$ cat src/rtl/inst_enc_if.sv
`default_nettype none
// ============================================================================
//  Module      : inst_enc_if
//  Description : Host load port and issue port bundle for the instruction
//                encoder; the master drives fields, the slave packs and issues.
//  Revision    : 1.0 - initial release
// ============================================================================
interface inst_enc_if #(
    parameter int DEPTH  = 4,
    parameter int ADDR_W = 8
);
    localparam int c_CNT_W = $clog2(DEPTH) + 1;

    logic               I_start;
    logic               I_valid;
    logic               O_ready;
    logic               I_last;
    logic               I_fmt;
    logic [4:0]         I_op;
    logic [2:0]         I_selA;
    logic [2:0]         I_selB;
    logic [2:0]         I_selD;
    logic [7:0]         I_imm;
    logic [15:0]        O_inst;
    logic               O_valid;
    logic               I_ready;
    logic [ADDR_W-1:0]  O_addr;
    logic [c_CNT_W-1:0] O_count;
    logic               O_done;
    logic               O_err;

    modport master (
        output I_start, I_valid, I_last, I_fmt, I_op, I_selA, I_selB, I_selD,
               I_imm, I_ready,
        input  O_ready, O_inst, O_valid, O_addr, O_count, O_done, O_err
    );

    modport slave (
        input  I_start, I_valid, I_last, I_fmt, I_op, I_selA, I_selB, I_selD,
               I_imm, I_ready,
        output O_ready, O_inst, O_valid, O_addr, O_count, O_done, O_err
    );
endinterface
`default_nettype wire

$ cat src/rtl/inst_enc.sv
`default_nettype none
// ============================================================================
//  Module      : inst_enc
//  Description : Packs field-level instructions into 16-bit words, buffers
//                them in a FIFO and issues them with a running address.
//                Define INST_ENC_OPCHECK_EN to drop opcodes 5'b1111x and
//                flag them on O_err.
//  Revision    : 1.0 - initial release
// ============================================================================
module inst_enc #(
    parameter int DEPTH  = 4,
    parameter int ADDR_W = 8
) (
    input  logic       I_clk,
    input  logic       I_rst,
    inst_enc_if.slave  bus
);
    localparam int                 c_PTR_W = $clog2(DEPTH);
    localparam int                 c_CNT_W = c_PTR_W + 1;
    localparam logic [c_CNT_W-1:0] c_DEPTH = c_CNT_W'(DEPTH);

    typedef enum logic [1:0] {
        IDLE  = 2'd0,
        LOAD  = 2'd1,
        DRAIN = 2'd2
    } state_t;

    state_t              state_q, state_d;
    logic [15:0]         mem_q [DEPTH];
    logic [15:0]         mem_d [DEPTH];
    logic [c_PTR_W-1:0]  wr_ptr_q, wr_ptr_d;
    logic [c_PTR_W-1:0]  rd_ptr_q, rd_ptr_d;
    logic [c_CNT_W-1:0]  count_q, count_d;
    logic [ADDR_W-1:0]   addr_q, addr_d;
    logic [15:0]         inst_q, inst_d;
    logic                valid_q, valid_d;
    logic                ready_q, ready_d;
    logic                done_q, done_d;
    logic                err_q, err_d;

    logic [15:0]         w_packed;
    logic                w_illegal;
    logic                w_accept;
    logic                w_push;
    logic                w_pop;

    assign w_packed = bus.I_fmt ? {bus.I_op, bus.I_selA, bus.I_imm}
                                : {bus.I_op, bus.I_selA, bus.I_selB, bus.I_selD, 2'b00};

`ifdef INST_ENC_OPCHECK_EN
    assign w_illegal = (bus.I_op[4:1] == 4'b1111);
`else
    assign w_illegal = 1'b0;
`endif

    // An illegal set still completes its handshake; it just never lands in the FIFO.
    assign w_accept = bus.I_valid && ready_q;
    assign w_push   = w_accept && !w_illegal;
    assign w_pop    = valid_q && bus.I_ready;

    always_comb begin
        state_d  = state_q;
        mem_d    = mem_q;
        wr_ptr_d = wr_ptr_q;
        rd_ptr_d = rd_ptr_q;
        count_d  = count_q;
        addr_d   = addr_q;
        err_d    = err_q;
        done_d   = 1'b0;

        if (w_push) begin
            mem_d[wr_ptr_q] = w_packed;
            wr_ptr_d        = wr_ptr_q + c_PTR_W'(1);
        end
        if (w_pop) begin
            rd_ptr_d = rd_ptr_q + c_PTR_W'(1);
            addr_d   = addr_q + ADDR_W'(1);
        end
        case ({w_push, w_pop})
            2'b10:   count_d = count_q + c_CNT_W'(1);
            2'b01:   count_d = count_q - c_CNT_W'(1);
            default: count_d = count_q;
        endcase
        if (w_accept && w_illegal) begin
            err_d = 1'b1;
        end

        case (state_q)
            IDLE: begin
                if (bus.I_start) begin
                    state_d = LOAD;
                    addr_d  = '0;
                    err_d   = 1'b0;
                end
            end
            LOAD: begin
                if (w_accept && bus.I_last) begin
                    state_d = DRAIN;
                end
            end
            DRAIN: begin
                if (count_d == '0) begin
                    state_d = IDLE;
                    done_d  = 1'b1;
                end
            end
            default: state_d = IDLE;
        endcase

        // Outputs are precomputed from next-state values so every port is a flop.
        ready_d = (state_d == LOAD) && (count_d < c_DEPTH);
        valid_d = (count_d != '0);
        inst_d  = (w_push && (rd_ptr_d == wr_ptr_q)) ? w_packed : mem_q[rd_ptr_d];
    end

    always_ff @(posedge I_clk) begin
        if (I_rst) begin
            state_q  <= IDLE;
            mem_q    <= '{default: '0};
            wr_ptr_q <= '0;
            rd_ptr_q <= '0;
            count_q  <= '0;
            addr_q   <= '0;
            inst_q   <= '0;
            valid_q  <= 1'b0;
            ready_q  <= 1'b0;
            done_q   <= 1'b0;
            err_q    <= 1'b0;
        end else begin
            state_q  <= state_d;
            mem_q    <= mem_d;
            wr_ptr_q <= wr_ptr_d;
            rd_ptr_q <= rd_ptr_d;
            count_q  <= count_d;
            addr_q   <= addr_d;
            inst_q   <= inst_d;
            valid_q  <= valid_d;
            ready_q  <= ready_d;
            done_q   <= done_d;
            err_q    <= err_d;
        end
    end

    assign bus.O_ready = ready_q;
    assign bus.O_inst  = inst_q;
    assign bus.O_valid = valid_q;
    assign bus.O_addr  = addr_q;
    assign bus.O_count = count_q;
    assign bus.O_done  = done_q;
`ifdef INST_ENC_OPCHECK_EN
    assign bus.O_err   = err_q;
`else
    assign bus.O_err   = 1'b0;
`endif

endmodule
`default_nettype wire
$ cat src/flat_wrapper.sv
// flat-port wrapper written by rule: the top's interface ports become plain ports
module inst_enc_flat 
#(
    parameter int DEPTH  = 4,
    parameter int ADDR_W = 8
)
  (I_clk, I_rst, bus_I_start, bus_I_valid, bus_I_last, bus_I_fmt, bus_I_op, bus_I_selA, bus_I_selB, bus_I_selD, bus_I_imm, bus_I_ready, bus_O_ready, bus_O_inst, bus_O_valid, bus_O_addr, bus_O_count, bus_O_done, bus_O_err);
  inst_enc_if #(.DEPTH(DEPTH), .ADDR_W(ADDR_W)) bus_i ();
  input  logic I_clk;
  input  logic I_rst;
  input wire logic [$bits(bus_i.I_start)-1:0] bus_I_start;
  input wire logic [$bits(bus_i.I_valid)-1:0] bus_I_valid;
  input wire logic [$bits(bus_i.I_last)-1:0] bus_I_last;
  input wire logic [$bits(bus_i.I_fmt)-1:0] bus_I_fmt;
  input wire logic [$bits(bus_i.I_op)-1:0] bus_I_op;
  input wire logic [$bits(bus_i.I_selA)-1:0] bus_I_selA;
  input wire logic [$bits(bus_i.I_selB)-1:0] bus_I_selB;
  input wire logic [$bits(bus_i.I_selD)-1:0] bus_I_selD;
  input wire logic [$bits(bus_i.I_imm)-1:0] bus_I_imm;
  input wire logic [$bits(bus_i.I_ready)-1:0] bus_I_ready;
  output wire logic [$bits(bus_i.O_ready)-1:0] bus_O_ready;
  output wire logic [$bits(bus_i.O_inst)-1:0] bus_O_inst;
  output wire logic [$bits(bus_i.O_valid)-1:0] bus_O_valid;
  output wire logic [$bits(bus_i.O_addr)-1:0] bus_O_addr;
  output wire logic [$bits(bus_i.O_count)-1:0] bus_O_count;
  output wire logic [$bits(bus_i.O_done)-1:0] bus_O_done;
  output wire logic [$bits(bus_i.O_err)-1:0] bus_O_err;
  assign bus_i.I_start = bus_I_start;
  assign bus_i.I_valid = bus_I_valid;
  assign bus_i.I_last = bus_I_last;
  assign bus_i.I_fmt = bus_I_fmt;
  assign bus_i.I_op = bus_I_op;
  assign bus_i.I_selA = bus_I_selA;
  assign bus_i.I_selB = bus_I_selB;
  assign bus_i.I_selD = bus_I_selD;
  assign bus_i.I_imm = bus_I_imm;
  assign bus_i.I_ready = bus_I_ready;
  assign bus_O_ready = bus_i.O_ready;
  assign bus_O_inst = bus_i.O_inst;
  assign bus_O_valid = bus_i.O_valid;
  assign bus_O_addr = bus_i.O_addr;
  assign bus_O_count = bus_i.O_count;
  assign bus_O_done = bus_i.O_done;
  assign bus_O_err = bus_i.O_err;
  inst_enc #(.DEPTH(DEPTH), .ADDR_W(ADDR_W)) u_core (.I_clk(I_clk), .I_rst(I_rst), .bus(bus_i));
endmodule
$ cat config.mk
export PLATFORM = sky130hd
export DESIGN_NAME = inst_enc_flat
export DESIGN_NICKNAME = d
export VERILOG_FILES = /design/src/rtl/inst_enc_if.sv /design/src/rtl/inst_enc.sv /design/src/flat_wrapper.sv
export SDC_FILE = /design/constraint.sdc
export NUM_CORES = 1
export LEC_CHECK = 0
export BUFFER_PORTS_ARGS = -buffer_cell sky130_fd_sc_hd__buf_2
export CORE_MARGIN = 2
export CORE_UTILIZATION = 52
export DETAILED_ROUTE_END_ITERATION = 7
export GPL_TIMING_DRIVEN = 0
export HOLD_SLACK_MARGIN = 0.06
export PLACE_DENSITY = 0.8
export SYNTH_ARGS = -nofsm -noshare
export SYNTH_HDL_FRONTEND = slang
export SYNTH_SLANG_ARGS = --single-unit
$ cat constraint.sdc
create_clock -name I_clk -period 2.15 [get_ports I_clk]
set_input_delay 0.5375 -clock I_clk [delete_from_list [all_inputs] [get_ports I_clk]]
set_output_delay 0.5375 -clock I_clk [all_outputs]
set_load 0.05 [all_outputs]
* Word-level counts from Yosys, hierarchy flattened
Index checks and enable logic that the tools add are counted.
** Word-level totals
- Flip-flop bits (word level) :: 100
- Input bits :: 29
- Word-level logic and storage cells :: 59
** Operators by class
- $add $sub $neg :: 5
- Magnitude comparators :: 4
- Eq/ne operators :: 6
- Multiplexer cells :: 18
- Bitwise gates (word level) :: 3
- Reduce and logical (&&, ||, !) cells :: 10
** Operators with widths (count)
- $bwmux W64 :: 1
- $mux W16 :: 4
- $bmux W16 S2 :: 1
- $demux W16 S2 :: 1
- $mux W8 :: 4
- $add A8 B1 Y8 const B :: 1
- $mux W2 :: 4
- $eq A2 B1 Y1 const B :: 3
- $ge A3 B3 Y1 const B :: 2
- $logic_and A1 B1 Y1 :: 6
- $not A2 Y3 :: 2
- $pmux W2 S3 :: 1
- $pmux W3 S2 :: 1
- $add A2 B1 Y2 const B :: 2
- $eq A2 B2 Y1 const B :: 2
- $add A3 B1 Y3 const B :: 1
- $logic_not A3 Y1 :: 1
- $lt A3 B1 Y1 const B :: 1
- $lt A3 B3 Y1 const B :: 1
- $reduce_bool A3 Y1 :: 1
- $sub A3 B1 Y3 const B :: 1
- $eq A2 B2 Y1 :: 1
- $logic_not A2 Y1 :: 1
- $reduce_or A2 Y1 :: 1
- other kinds (2) :: 2

* Longest topological paths before layout
- Depth in word-level cells :: 8
- Mapped depth :: 10

* Least setup slack after synthesis
Ideal clock, no wire load.
- Kind :: register to register
- Start point :: register u_core.ready_q (netlist: u_core.bus.O_ready)
- End point :: register u_core.done_q (netlist: u_core.bus.O_done)
- Setup time :: 0.114 ns
- Arrival :: 2.331 ns
- Setup slack :: -0.295 ns
- Stages on the path, launching flop included :: 11
- Clock period less this slack :: 2.445 ns
- Cells stage by stage :: dfxtp_1 -> and2_1 -> buf_2 -> inv_1 -> ha_1 -> inv_1 -> fa_1 -> and3b_1 -> a22oi_1 -> o22ai_1 -> nor2b_1
** On the way
- Cells in the longest elaborated chain, start to end :: 5
** RTL lines
- start, declared :: line inst_enc.sv:37 : logic ready_q, ready_d;
- start signal, assigned :: line inst_enc.sv:138 : ready_q <= ready_d;
- $logic_and A1 B1 Y1 * :: line inst_enc.sv:57 : assign w_accept = bus.I_valid && ready_q;
- $eq A2 B1 Y1 / $eq A2 B2 Y1 (equally long branches) :: line inst_enc.sv:79 : case ({w_push, w_pop})
- $pmux W3 S2 * :: line inst_enc.sv:79
- $logic_not A3 Y1 * :: line inst_enc.sv:102 : if (count_d == '0) begin
- $mux W1 * :: line inst_enc.sv:102
- end signal, assigned :: line inst_enc.sv:139 : done_q <= done_d;
- end, declared :: line inst_enc.sv:38 : logic done_q, done_d;
Mark *: on every way between the ends. The rest lies on a longest branch, timed or not.
A chain may end at the register's enable or synchronous reset.

* Worst setup path after layout
- Start point :: register u_core.ready_q (netlist: u_core.bus.O_ready)
- End point :: register u_core.state_q[1]
** On the way
- Cells in the longest elaborated chain, start to end :: 6
** RTL lines
- $logic_and A1 B1 Y1 * :: line inst_enc.sv:57
- $eq A2 B1 Y1 / $eq A2 B2 Y1 (equally long branches) :: line inst_enc.sv:79
- $pmux W3 S2 :: line inst_enc.sv:79
- $logic_not A3 Y1 :: line inst_enc.sv:102
- $mux W2 :: line inst_enc.sv:102
- $pmux W2 S3 * :: line inst_enc.sv:88 : case (state_q)
- end signal, assigned :: line inst_enc.sv:130 : state_q <= state_d;
- end, declared :: line inst_enc.sv:28 : state_t state_q, state_d;
Marked as above.

==> impl_metrics.ini <==
[status]
status = finished, final reports clean

[layout]
fin_util_pct = 61.1
antennaDiodeCount = 0
nets = 627
nFillCells = 731
multiInputGateArea_um2 = 2140
final_common_cell = dfxtp_1
syn_to_final_growth_pct = 15.5
fin_cells = 704
drive_above_1_share_pct = 20.5
regArea_um2 = 2010
layout_common_cells = dfxtp_1, nand2_1, inv_1

[synthesis]
synthXorXnorAreaFrac_pct = 2.73
synth_edf_count = 0
synth_warnings = 0
yosysUniqueCellTypes = 45
yosys.area_share.simple_pct = 15.1
synth_seq_cells = 100
synth_adder_area_share_pct = 2.09
postSynthCellCount = 521
synth_largest_area_cell = dfxtp_1
synthMuxAreaShare_pct = 9.33
ys_seq_area_share_pct = 44.1
synth_nets = 557
synth_area_per_cell_um2 = 8.72
synth_top_area_share_pct = 44.1
synth_compound_area_share_pct = 17.1
synthArstFlopShare_pct = 0
synth_area_um2 = 4540
synth_top_family_by_area = compound AO/OA/AOI/OAI gates
synth-main-ff-cell = dfxtp_1
synthTopCellsByArea = dfxtp_1, nand2_1, mux4_2

[grt]
grt_pass1_wl_mm = 18.8
grt_start_max_net_pins = 20
grt_use_total_pct = 25.1
grt_overflow = 0
antenna_found_initial = 0
grt_pass1_vias = 3825

[setup_path]
critPathKind = flip-flop to flip-flop
worstSetupStartpointType = flip-flop
rr_startpoint = u_core.bus.O_ready
crit_start = u_core.bus.O_ready
path_cells = and2_4, buf_6, inv_4, ha_4, inv_2, fa_1, and3b_1, nand2_1, o22ai_2, o32ai_1
endpoint_kind = flip-flop
crit_arrival_ns = 2.32
crit_path_max_incr_delay_ns = 0.52
cp_slowest_cell = fa_1
crit_fanout = 9
cp.required_ns = 2.41
rrSetupSlack_ns = 0.09

[power_and_ir_drop]
p_leak_nw = 1.84
powerDensity_nw_per_um2 = 803
total_power_w = 0.00422
ir_drop_mv = 0.360

[timing]
setup_tns_ns = 0
worst_slew_pin_slew_ns = 0.850
timing.fmax_ghz = 0.485
setup_viol = 0
rsz0062_at_grt = no
relSlewSlack_pct = 43.3
fin_skew_ns = 0.0126
maxSlewViolCount = 0
post-route-period-util_pct = 95.9
finalHoldViolCount = 0
setup_ws_ns = 0.0881
period_needed_ns = 2.06

[floorplanning]
num_io_pins = 60
die_height_um = 97.5
initial_core_util_pct = 52.9
die_area_um2 = 9500
die_x_um = 97.5
fp.coreArea_um2 = 8590
placement_rows = 34

[detailed_routing]
routed_via_density = 5.61
drt-total-wl_mm = 11.6
drt_iter0_markers = 472
ant_nets = 0
drt-pass1-iter-count = 5
vias = 3948
drcViolationCount = 0
wl_per_cell_um = 16.5

[place]
place.gp.congestion = 0.852
port-buffer-count = 56
dp.cells = 685
dp_hpwl_mm = 7.96
post-place-ws_ns = -0.510

[clock_network]
htree_levels = 3
worstSkewPairLatency_ns = 0.39
clock-root-buffer = clkbuf_8
cts_num_sinks = 100
cts_tree = done
cts_buffers = 9
clock_path_buffers = 2
clk_pin_slew_ns = 0.11

[min_path]
hold_class = input pin to flip-flop
min-delay-start = bus_I_op[1]

[job]
max_cap_violations = 0
routing by layer:
metal	vias up	track usage [%]	part of all wire, %
li1	1878	-	-
met3	26	4.46	7.6
met4	0	11.0	2.7
met1	1878	30.5	39
met5	-	0	0
met2	166	43.4	51
Yosys cell counts, types with 4 or more instances:
library cell	count
o31ai_2	10
nor2_1	37
mux4_2	15
and3_1	4
inv_1	76
mux2i_1	6
a211oi_1	24
nor2b_1	4
clkbuf_1	23
dfxtp_1	100
xnor2_1	7
o31ai_1	7
o2111ai_1	16
ha_1	6
xor2_1	4
and2_1	4
nand2_1	97
a21oi_1	44
through the flow:
step / area (um2) / hold slack, ns
floorplan: 4580 / 0.436
global placement: 4990 / 0.441
detailed placement: 4990 / 0.447
CTS: 5240 / 0.425
global route: 5250 / 0.423
finish: 5250 / 0.422
final timing paths:
path	end	depth (start not counted)
setup reg to reg	u_core.state_q[1]	10
hold reg to reg	u_core.mem_q[0]	2
setup / recovery	u_core.state_q[1]	10
hold / removal	u_core.mem_q[28]	3
flip-flops by register name, summed over array words and instances (netlist names), 2 cells and up:
name / count
u_core.mem_q: 64
u_core.wr_ptr_q: 2
u_core.rd_ptr_q: 2
u_core.bus.O_inst: 16
u_core.bus.O_addr: 8
u_core.state_q: 2
u_core.bus.O_count: 3
kinds of logic after synthesis:
logic type | after synthesis
other cells | 1
buf+inv | 107
flops | 100
fa+ha+maj | 7
xor+xnor | 12
compound gates | 110
mux | 22
simple gates | 162
power breakdown:
| part | internal [W] | total (W) | leakage [nW] | switching (W) |
|---|---|---|---|---|
| clock network | 0.000569 | 0.00129 | 0.107 | 0.000721 |
| registers | 0.00194 | 0.00201 | 0.811 | 0.0000662 |
| logic | 0.000303 | 0.000918 | 0.924 | 0.000616 |
| total | 0.00281 | 0.00422 | 1.84 | 0.00140 |
critical path, delay by kind of cell, from the launching register on:
family                     cells  cell delay (ns)
adders and majority gates      2             0.65
and+or+nand+nor                3             0.38
DFF                            1             0.37
AOI/OAI and AO/OA              2             0.30
buffers and inverters          3             0.23
repair_timing:
item / 4_1_cts / 5_1_grt
hold buffers: 0 / 0
setup buffers: 3 / 0
setup endpoints to repair: 16 / 10
pin swaps: 1 / 0
resized for setup: 1 / 4
layout make-up:
| cell class | count | area share [%] |
|---|---|---|
| multi-input cells | 314 | 40.8 |
| flip-flops and latches | 100 | 38.3 |
| repair buffers | 59 | 5.77 |
| inverters | 78 | 5.67 |
| plain buffers | 29 | 2.76 |
| well taps | 108 | 2.57 |
| clock buffers | 9 | 2.36 |
| clock inverters | 7 | 1.79 |
Note: power is estimated with default switching activity, not from simulation.
